--- config.mk ---
export PLATFORM = sky130hd
export DESIGN_NAME = dot_product_sequencer_32
export DESIGN_NICKNAME = d
export VERILOG_FILES = /design/src/rtl/dotp_pkg.sv /design/src/rtl/dotp_accumulator.sv /design/src/rtl/dot_product_sequencer_32.sv
export SDC_FILE = /design/constraint.sdc
export NUM_CORES = 1
export LEC_CHECK = 0
export ABC_CLOCK_PERIOD_IN_PS = 3320
export BUFFER_PORTS_ARGS = -buffer_cell sky130_fd_sc_hd__buf_2
export CORE_UTILIZATION = 47
export DETAILED_ROUTE_END_ITERATION = 6
export GPL_TIMING_DRIVEN = 0
export PLACE_DENSITY = 0.8
export SYNTH_ARGS = -nofsm -noshare
export SYNTH_HDL_FRONTEND = slang
export SYNTH_SLANG_ARGS = --single-unit
--- constraint.sdc ---
create_clock -name clk -period 3.32 [get_ports clk]
set_clock_uncertainty 0.2 [all_clocks]
set_input_delay 0 -clock clk [delete_from_list [all_inputs] [get_ports clk]]
set_output_delay 0 -clock clk [all_outputs]
set_load 0.1 [all_outputs]
--- src/rtl/dotp_pkg.sv ---
// Shared types and default widths for the dot-product sequencer and its accumulator.
package dotp_pkg;

  localparam int DEF_DATA_WIDTH = 32;
  localparam int DEF_ACC_WIDTH  = 48;
  localparam int DEF_CNT_WIDTH  = 16;

  typedef enum logic [2:0] {
    IDLE  = 3'd0,
    ISSUE = 3'd1,
    GUARD = 3'd2,
    WAIT  = 3'd3,
    DONE  = 3'd4,
    DRAIN = 3'd5
  } state_t;

endpackage

--- src/rtl/dotp_accumulator.sv ---
// Sign-extending accumulator with sticky signed-overflow flag and saturating element counter.
module dotp_accumulator
  import dotp_pkg::*;
#(
  parameter int DATA_WIDTH = DEF_DATA_WIDTH,
  parameter int ACC_WIDTH  = DEF_ACC_WIDTH,
  parameter int CNT_WIDTH  = DEF_CNT_WIDTH
) (
  input  logic                  clk,
  input  logic                  rst_n,
  input  logic                  clr_i,
  input  logic                  acc_en_i,
  input  logic [DATA_WIDTH-1:0] product_i,
  output logic [ACC_WIDTH-1:0]  acc_o,
  output logic [CNT_WIDTH-1:0]  count_o,
  output logic                  ovf_o
);

  logic [ACC_WIDTH-1:0] acc_q, acc_d, addend, sum;
  logic [CNT_WIDTH-1:0] cnt_q, cnt_d;
  logic                 ovf_q, ovf_d;
  logic                 ovf_hit;

  assign addend  = ACC_WIDTH'($signed(product_i));
  assign sum     = acc_q + addend;
  // Signed overflow: both operands share a sign that the wrapped sum does not.
  assign ovf_hit = (acc_q[ACC_WIDTH-1] == addend[ACC_WIDTH-1]) &&
                   (sum[ACC_WIDTH-1] != acc_q[ACC_WIDTH-1]);

  // NOTE: every always_comb output gets a default first, so no path can infer a latch.
  always_comb begin
    acc_d = acc_q;
    cnt_d = cnt_q;
    ovf_d = ovf_q;
    if (clr_i) begin
      acc_d = '0;
      cnt_d = '0;
      ovf_d = 1'b0;
    end else if (acc_en_i) begin
      acc_d = sum;
      ovf_d = ovf_q | ovf_hit;
      if (cnt_q != '1) cnt_d = cnt_q + CNT_WIDTH'(1);
    end
  end

  // NOTE: sequential state uses non-blocking assignments only; blocking here would create ordering races.
  always_ff @(posedge clk or negedge rst_n) begin
    if (!rst_n) begin
      acc_q <= '0;
      cnt_q <= '0;
      ovf_q <= 1'b0;
    end else begin
      acc_q <= acc_d;
      cnt_q <= cnt_d;
      ovf_q <= ovf_d;
    end
  end

  assign acc_o   = acc_q;
  assign count_o = cnt_q;
  assign ovf_o   = ovf_q;

endmodule

--- src/rtl/dot_product_sequencer_32.sv ---
// Valid/ready controller that feeds operand pairs to an external multiplier and accumulates a dot product.
module dot_product_sequencer_32
  import dotp_pkg::*;
#(
  parameter int DATA_WIDTH = DEF_DATA_WIDTH,
  parameter int ACC_WIDTH  = DEF_ACC_WIDTH,
  parameter int CNT_WIDTH  = DEF_CNT_WIDTH
) (
  input  logic                  clk,
  input  logic                  reset,
  input  logic                  clear,
  input  logic [DATA_WIDTH-1:0] in_a,
  input  logic [DATA_WIDTH-1:0] in_b,
  input  logic                  in_last,
  input  logic                  in_valid,
  output logic                  in_ready,
  output logic [DATA_WIDTH-1:0] mul_multiplier,
  output logic [DATA_WIDTH-1:0] mul_multiplicand,
  output logic                  mul_start,
  input  logic [DATA_WIDTH-1:0] mul_product,
  input  logic                  mul_ready,
  output logic [ACC_WIDTH-1:0]  out_acc,
  output logic [CNT_WIDTH-1:0]  out_count,
  output logic                  out_ovf,
  output logic                  out_valid,
  input  logic                  out_ready
);

  state_t                state_q, state_d;
  logic [DATA_WIDTH-1:0] a_q, b_q;
  logic                  last_q;
  logic                  live_q;
  logic                  hold_q, hold_d;
  logic                  load_op, acc_en, acc_clr;

  // in_ready stays low until the first clock edge after reset release.
  assign in_ready  = (state_q == IDLE) && live_q && !clear;
  assign load_op   = in_valid && in_ready;
  assign mul_start = (state_q == ISSUE);
  assign out_valid = (state_q == DONE);

  assign mul_multiplier   = a_q;
  assign mul_multiplicand = b_q;

  always_comb begin
    state_d = state_q;
    hold_d  = 1'b0;
    acc_en  = 1'b0;
    acc_clr = 1'b0;
    unique case (state_q)
      IDLE: begin
        if (clear)        acc_clr = 1'b1;
        else if (load_op) state_d = ISSUE;
      end
      ISSUE: begin
        if (clear) begin
          acc_clr = 1'b1;
          hold_d  = 1'b1;  // multiplier may still show ready the cycle after start
          state_d = DRAIN;
        end else begin
          state_d = GUARD;
        end
      end
      GUARD: begin
        if (clear) begin
          acc_clr = 1'b1;
          state_d = DRAIN;
        end else begin
          state_d = WAIT;
        end
      end
      WAIT: begin
        if (clear) begin
          acc_clr = 1'b1;
          state_d = DRAIN;
        end else if (mul_ready) begin
          acc_en  = 1'b1;
          state_d = last_q ? DONE : IDLE;
        end
      end
      DONE: begin
        if (clear || out_ready) begin
          acc_clr = 1'b1;
          state_d = IDLE;
        end
      end
      DRAIN: begin
        if (!hold_q && mul_ready) state_d = IDLE;
      end
      default: state_d = IDLE;
    endcase
  end

  always_ff @(posedge clk or negedge reset) begin
    if (!reset) begin
      state_q <= IDLE;
      hold_q  <= 1'b0;
      live_q  <= 1'b0;
    end else begin
      state_q <= state_d;
      hold_q  <= hold_d;
      live_q  <= 1'b1;
    end
  end

  always_ff @(posedge clk or negedge reset) begin
    if (!reset) begin
      a_q    <= '0;
      b_q    <= '0;
      last_q <= 1'b0;
    end else if (load_op) begin
      a_q    <= in_a;
      b_q    <= in_b;
      last_q <= in_last;
    end
  end

  dotp_accumulator #(
    .DATA_WIDTH(DATA_WIDTH),
    .ACC_WIDTH (ACC_WIDTH),
    .CNT_WIDTH (CNT_WIDTH)
  ) u_acc (
    .clk      (clk),
    .rst_n    (reset),
    .clr_i    (acc_clr),
    .acc_en_i (acc_en),
    .product_i(mul_product),
    .acc_o    (out_acc),
    .count_o  (out_count),
    .ovf_o    (out_ovf)
  );

endmodule

==> results.json <==
{
  "status": "finished with violations",
  "failed_checks": "setup timing",
  "syn_nets": 956,
  "clk_pin_slew_ps": 60,
  "ys_ff_latch": 135,
  "vias": 7672,
  "switchingPower_mw": 5.16,
  "intPower_mw": 4.23,
  "postSynth.asyncResetShare": 1.00,
  "cts_made_buffers": 17,
  "dp.cells": 1255,
  "power.leakage_nw": 5.64,
  "cts_buffer_depth": 2,
  "detail_route.wirelength_microns": 24500,
  "grt_pass1_wl_microns": 39100,
  "synthCells": 804,
  "timing.fmax_mhz": 286,
  "cts_tree": "done",
  "numPortBuffers": 234,
  "timing.rr.end": "u_acc.acc_o[40]$_DFFE_PN0P_",
  "ys_types": 59,
  "fin_nets": 1317,
  "drive_above_1_share": 0.335,
  "drcViolationCount": 0,
  "hold_viol": 0,
  "drv_cap": 0,
  "yosysSeqAreaShare": 0.429,
  "multiInputGateArea_sq_um": 4430,
  "layout_worst_path_cycle_share": 1.05,
  "die_w_microns": 131,
  "r2r_cells": 12,
  "end_kind": "register",
  "fillers": 1166,
  "required_ps": 3420,
  "avgSynthCellArea_sq_um": 9.79,
  "grt_remaining_overflow": 0,
  "holdPathEnd": "u_acc.acc_o[29]$_DFFE_PN0P_",
  "clock_latency_ps": 420,
  "worst_slew_pin_slew_ps": 608,
  "dr.pass1.iters": 7,
  "ios": 235,
  "wl_per_cell_microns": 17.6,
  "placed_area_sq_um": 9390,
  "grt_start_max_net_pins": 85,
  "n_antenna_cell": 0,
  "viasPerCell": 5.50,
  "hold-path-cell-count": 4,
  "hp-class": "input pin to register",
  "rsz0062_at_grt": "yes",
  "tns_ps": -181,
  "period_minus_slack_ps": 3500,
  "yosysWarnings": 0,
  "r2r_slack_ps": -180,
  "slew_violations": 0,
  "regArea_sq_um": 3410,
  "start_util": 0.488,
  "sw_frac_of_total": 0.550,
  "combPwrFrac": 0.530,
  "area_growth_syn_to_layout_pct": 42.3,
  "peakVddDrop_uv": 1150,
  "drt_iter0_markers": 457,
  "cp.arrival_ps": 3600,
  "r2r-start": "u_acc.acc_o[0]$_DFFE_PN0P_",
  "die_y_microns": 131,
  "grt_pass1_vias": 7864,
  "dieArea_sq_um": 17300,
  "synth_area_sq_um": 7870,
  "path_max_fanout": 3,
  "cts.sinks": 135,
  "clk_root_buffer_cell": "clkbuf_16",
  "clkPwrFrac": 0.218,
  "grt_usage": 0.285,
  "final_area_sq_um": 11200,
  "antenna_found_initial": 0,
  "synth_edf_count": 0,
  "core_sq_um": 16100,
  "max-slew-margin-rel": 0.590,
  "place.gp.congestion": 0.878,
  "min_from": "mul_product[29]",
  "path_class": "register to register",
  "setup_viol": 1,
  "layoutNonFillerInstCount": 1394,
  "dp_hpwl_microns": 15600,
  "rows": 46,
  "synth_flop_cell": "dfrtp_1",
  "total_power_mw": 9.40,
  "cellPowerDensity_nw_per_um2": 839,
  "power_frac_seq": 0.252,
  "startpoint_type": "register",
  "setup_ws_ps": -181,
  "drtAntennaViolNets": 0,
  "h-tree-depth": 4
}
## layout by cell type, fill, tap and decap left out, types with 5 or more instances in the layout
cell | synthesis | final
o21ai_0 | 67 | 60
nand2b_1 | 7 | 7
nand4_1 | 13 | 13
dfrtp_2 | 0 | 20
nor2b_1 | 6 | 6
clkbuf_1 | 28 | 26
a21o_1 | 35 | 35
inv_6 | 0 | 5
nor4_1 | 5 | 5
o211ai_1 | 7 | 7
nor3_1 | 7 | 7
o21bai_1 | 6 | 6
inv_1 | 13 | 13
o21ai_1 | 5 | 10
o21a_1 | 5 | 5
buf_2 | 4 | 237
nand3_1 | 12 | 12
clkbuf_16 | 0 | 17
a31oi_1 | 9 | 6
ha_1 | 48 | 46
a21oi_1 | 63 | 62
xor2_1 | 33 | 33
and3_1 | 9 | 9
nor2_1 | 38 | 37
xnor2_1 | 22 | 22
mux2_2 | 65 | 65
nand2_1 | 100 | 100
dlygate4sd3_1 | 0 | 99
dfrtp_1 | 135 | 114
buf_4 | 0 | 9
and2_1 | 7 | 7
## power by group through the flow
stage	Sequential (mW)	Clock (mW)	Combinational, mW
floorplan	5.36	0	0.907
global placement	2.30	0	4.72
detailed placement	2.33	0	4.78
CTS	2.31	2.06	4.89
global route	2.41	2.14	5.12
finish	2.37	2.05	4.98
## cell type report
cell class	count	area share
clock inverters	15	0.0182
inverters	13	0.00436
well taps	216	0.0241
flip-flops and latches	135	0.304
repair buffers	344	0.205
multi-input cells	622	0.395
plain buffers	32	0.0112
clock buffers	17	0.0380
## worst max-delay path, cell delays in order (launching register included)
cell	delay (ps)
dfrtp_4	500
ha_4	180
fa_2	340
a21o_1	170
a21oi_2	160
o21bai_1	100
a211o_1	360
a21o_1	210
a211o_4	350
o21ai_4	130
a21oi_1	100
or3_1	330
a32o_1	260
## synth_stat cells (all sizes together), types with 2 or more instances
cell type  instances  area [sq um]
a211o              3          27.5
a211oi             4          30.0
a21o              35           263
a21oi             66           342
a22o               4          35.0
a31oi              9          56.3
a32o               2          20.0
a41oi              3          26.3
and2               8          51.3
and3               9          56.3
and4               2          17.5
buf                6          27.5
clkbuf            28           105
dfrtp            135          3380
ha                48           601
inv               13          48.8
mux2              65           732
mux2i              3          30.0
nand2            100           375
nand2b             7          43.8
nand3             12          60.1
nand4             13          81.3
nor2              38           143
nor2b              7          51.3
nor3               7          35.0
nor4               5          31.3
o211ai             7          52.6
o21a               5          37.5
o21ai             73           369
o21bai             6          45.0
o31ai              2          15.0
or2                4          25.0
or3                3          18.8
xnor2             22           193
xor2              33           289
## sequential cells by signal, summed over array words and instances, names as in the netlist
| signal | count |
|---|---|
| state_q | 3 |
| u_acc.acc_o | 48 |
| last_q | 1 |
| u_acc.ovf_o | 1 |
| mul_multiplicand | 32 |
| hold_q | 1 |
| live_q | 1 |
| mul_multiplier | 32 |
| u_acc.count_o | 16 |
## kinds of logic (layout without fill, tap and decap cells)
kind of cell    count (synthesis)  after routing  synth area share
other cells                     1              1          0.000477
fa+ha+maj                      49             49            0.0789
mux                            68             68            0.0969
xor+xnor                       55             55            0.0612
buf+inv                        47            421            0.0231
flops                         135            135             0.429
compound gates                228            228             0.177
simple gates                  221            221             0.133
## what timing repair did
item	4_1_cts	5_1_grt
setup endpoints to repair	3	20
hold endpoints to repair	236	0
hold buffers	100	0
resized for setup	1	25
pin swaps	0	17
buffers inserted	0	9
gates cloned	0	0
## worst max-delay path by stage
| stage | start | endpoint | slack, ps | depth (start not counted) |
|---|---|---|---|---|
| floorplan | u_acc.acc_o[0]$_DFFE_PN0P_ | u_acc.acc_o[40]$_DFFE_PN0P_ | -80 | 12 |
| global placement | reset | u_acc.acc_o[0]$_DFFE_PN0P_ | -320 | 1 |
| detailed placement | u_acc.acc_o[0]$_DFFE_PN0P_ | u_acc.acc_o[40]$_DFFE_PN0P_ | -100 | 12 |
| CTS | u_acc.acc_o[0]$_DFFE_PN0P_ | u_acc.acc_o[40]$_DFFE_PN0P_ | -120 | 12 |
| global route | u_acc.acc_o[0]$_DFFE_PN0P_ | u_acc.acc_o[40]$_DFFE_PN0P_ | -280 | 12 |
| finish | u_acc.acc_o[0]$_DFFE_PN0P_ | u_acc.acc_o[40]$_DFFE_PN0P_ | -180 | 12 |
## metal layers
layer / GRT usage / vias up / share of wire
met5: 0 / - / 0
met4: 0.153 / 0 / 0.040
met3: 0.0652 / 75 / 0.059
met2: 0.486 / 331 / 0.50
met1: 0.333 / 3653 / 0.41
li1: - / 3613 / -
## through the flow
step	hold WS (ps)	util	worst slack, ps
floorplan	-496	-	-83.0
global placement	30.3	0.580	-318
detailed placement	-205	0.582	-102
CTS	27.6	0.685	-115
global route	42.3	0.695	-282
finish	34.9	0.695	-181
(Power assumes the default switching activity.)
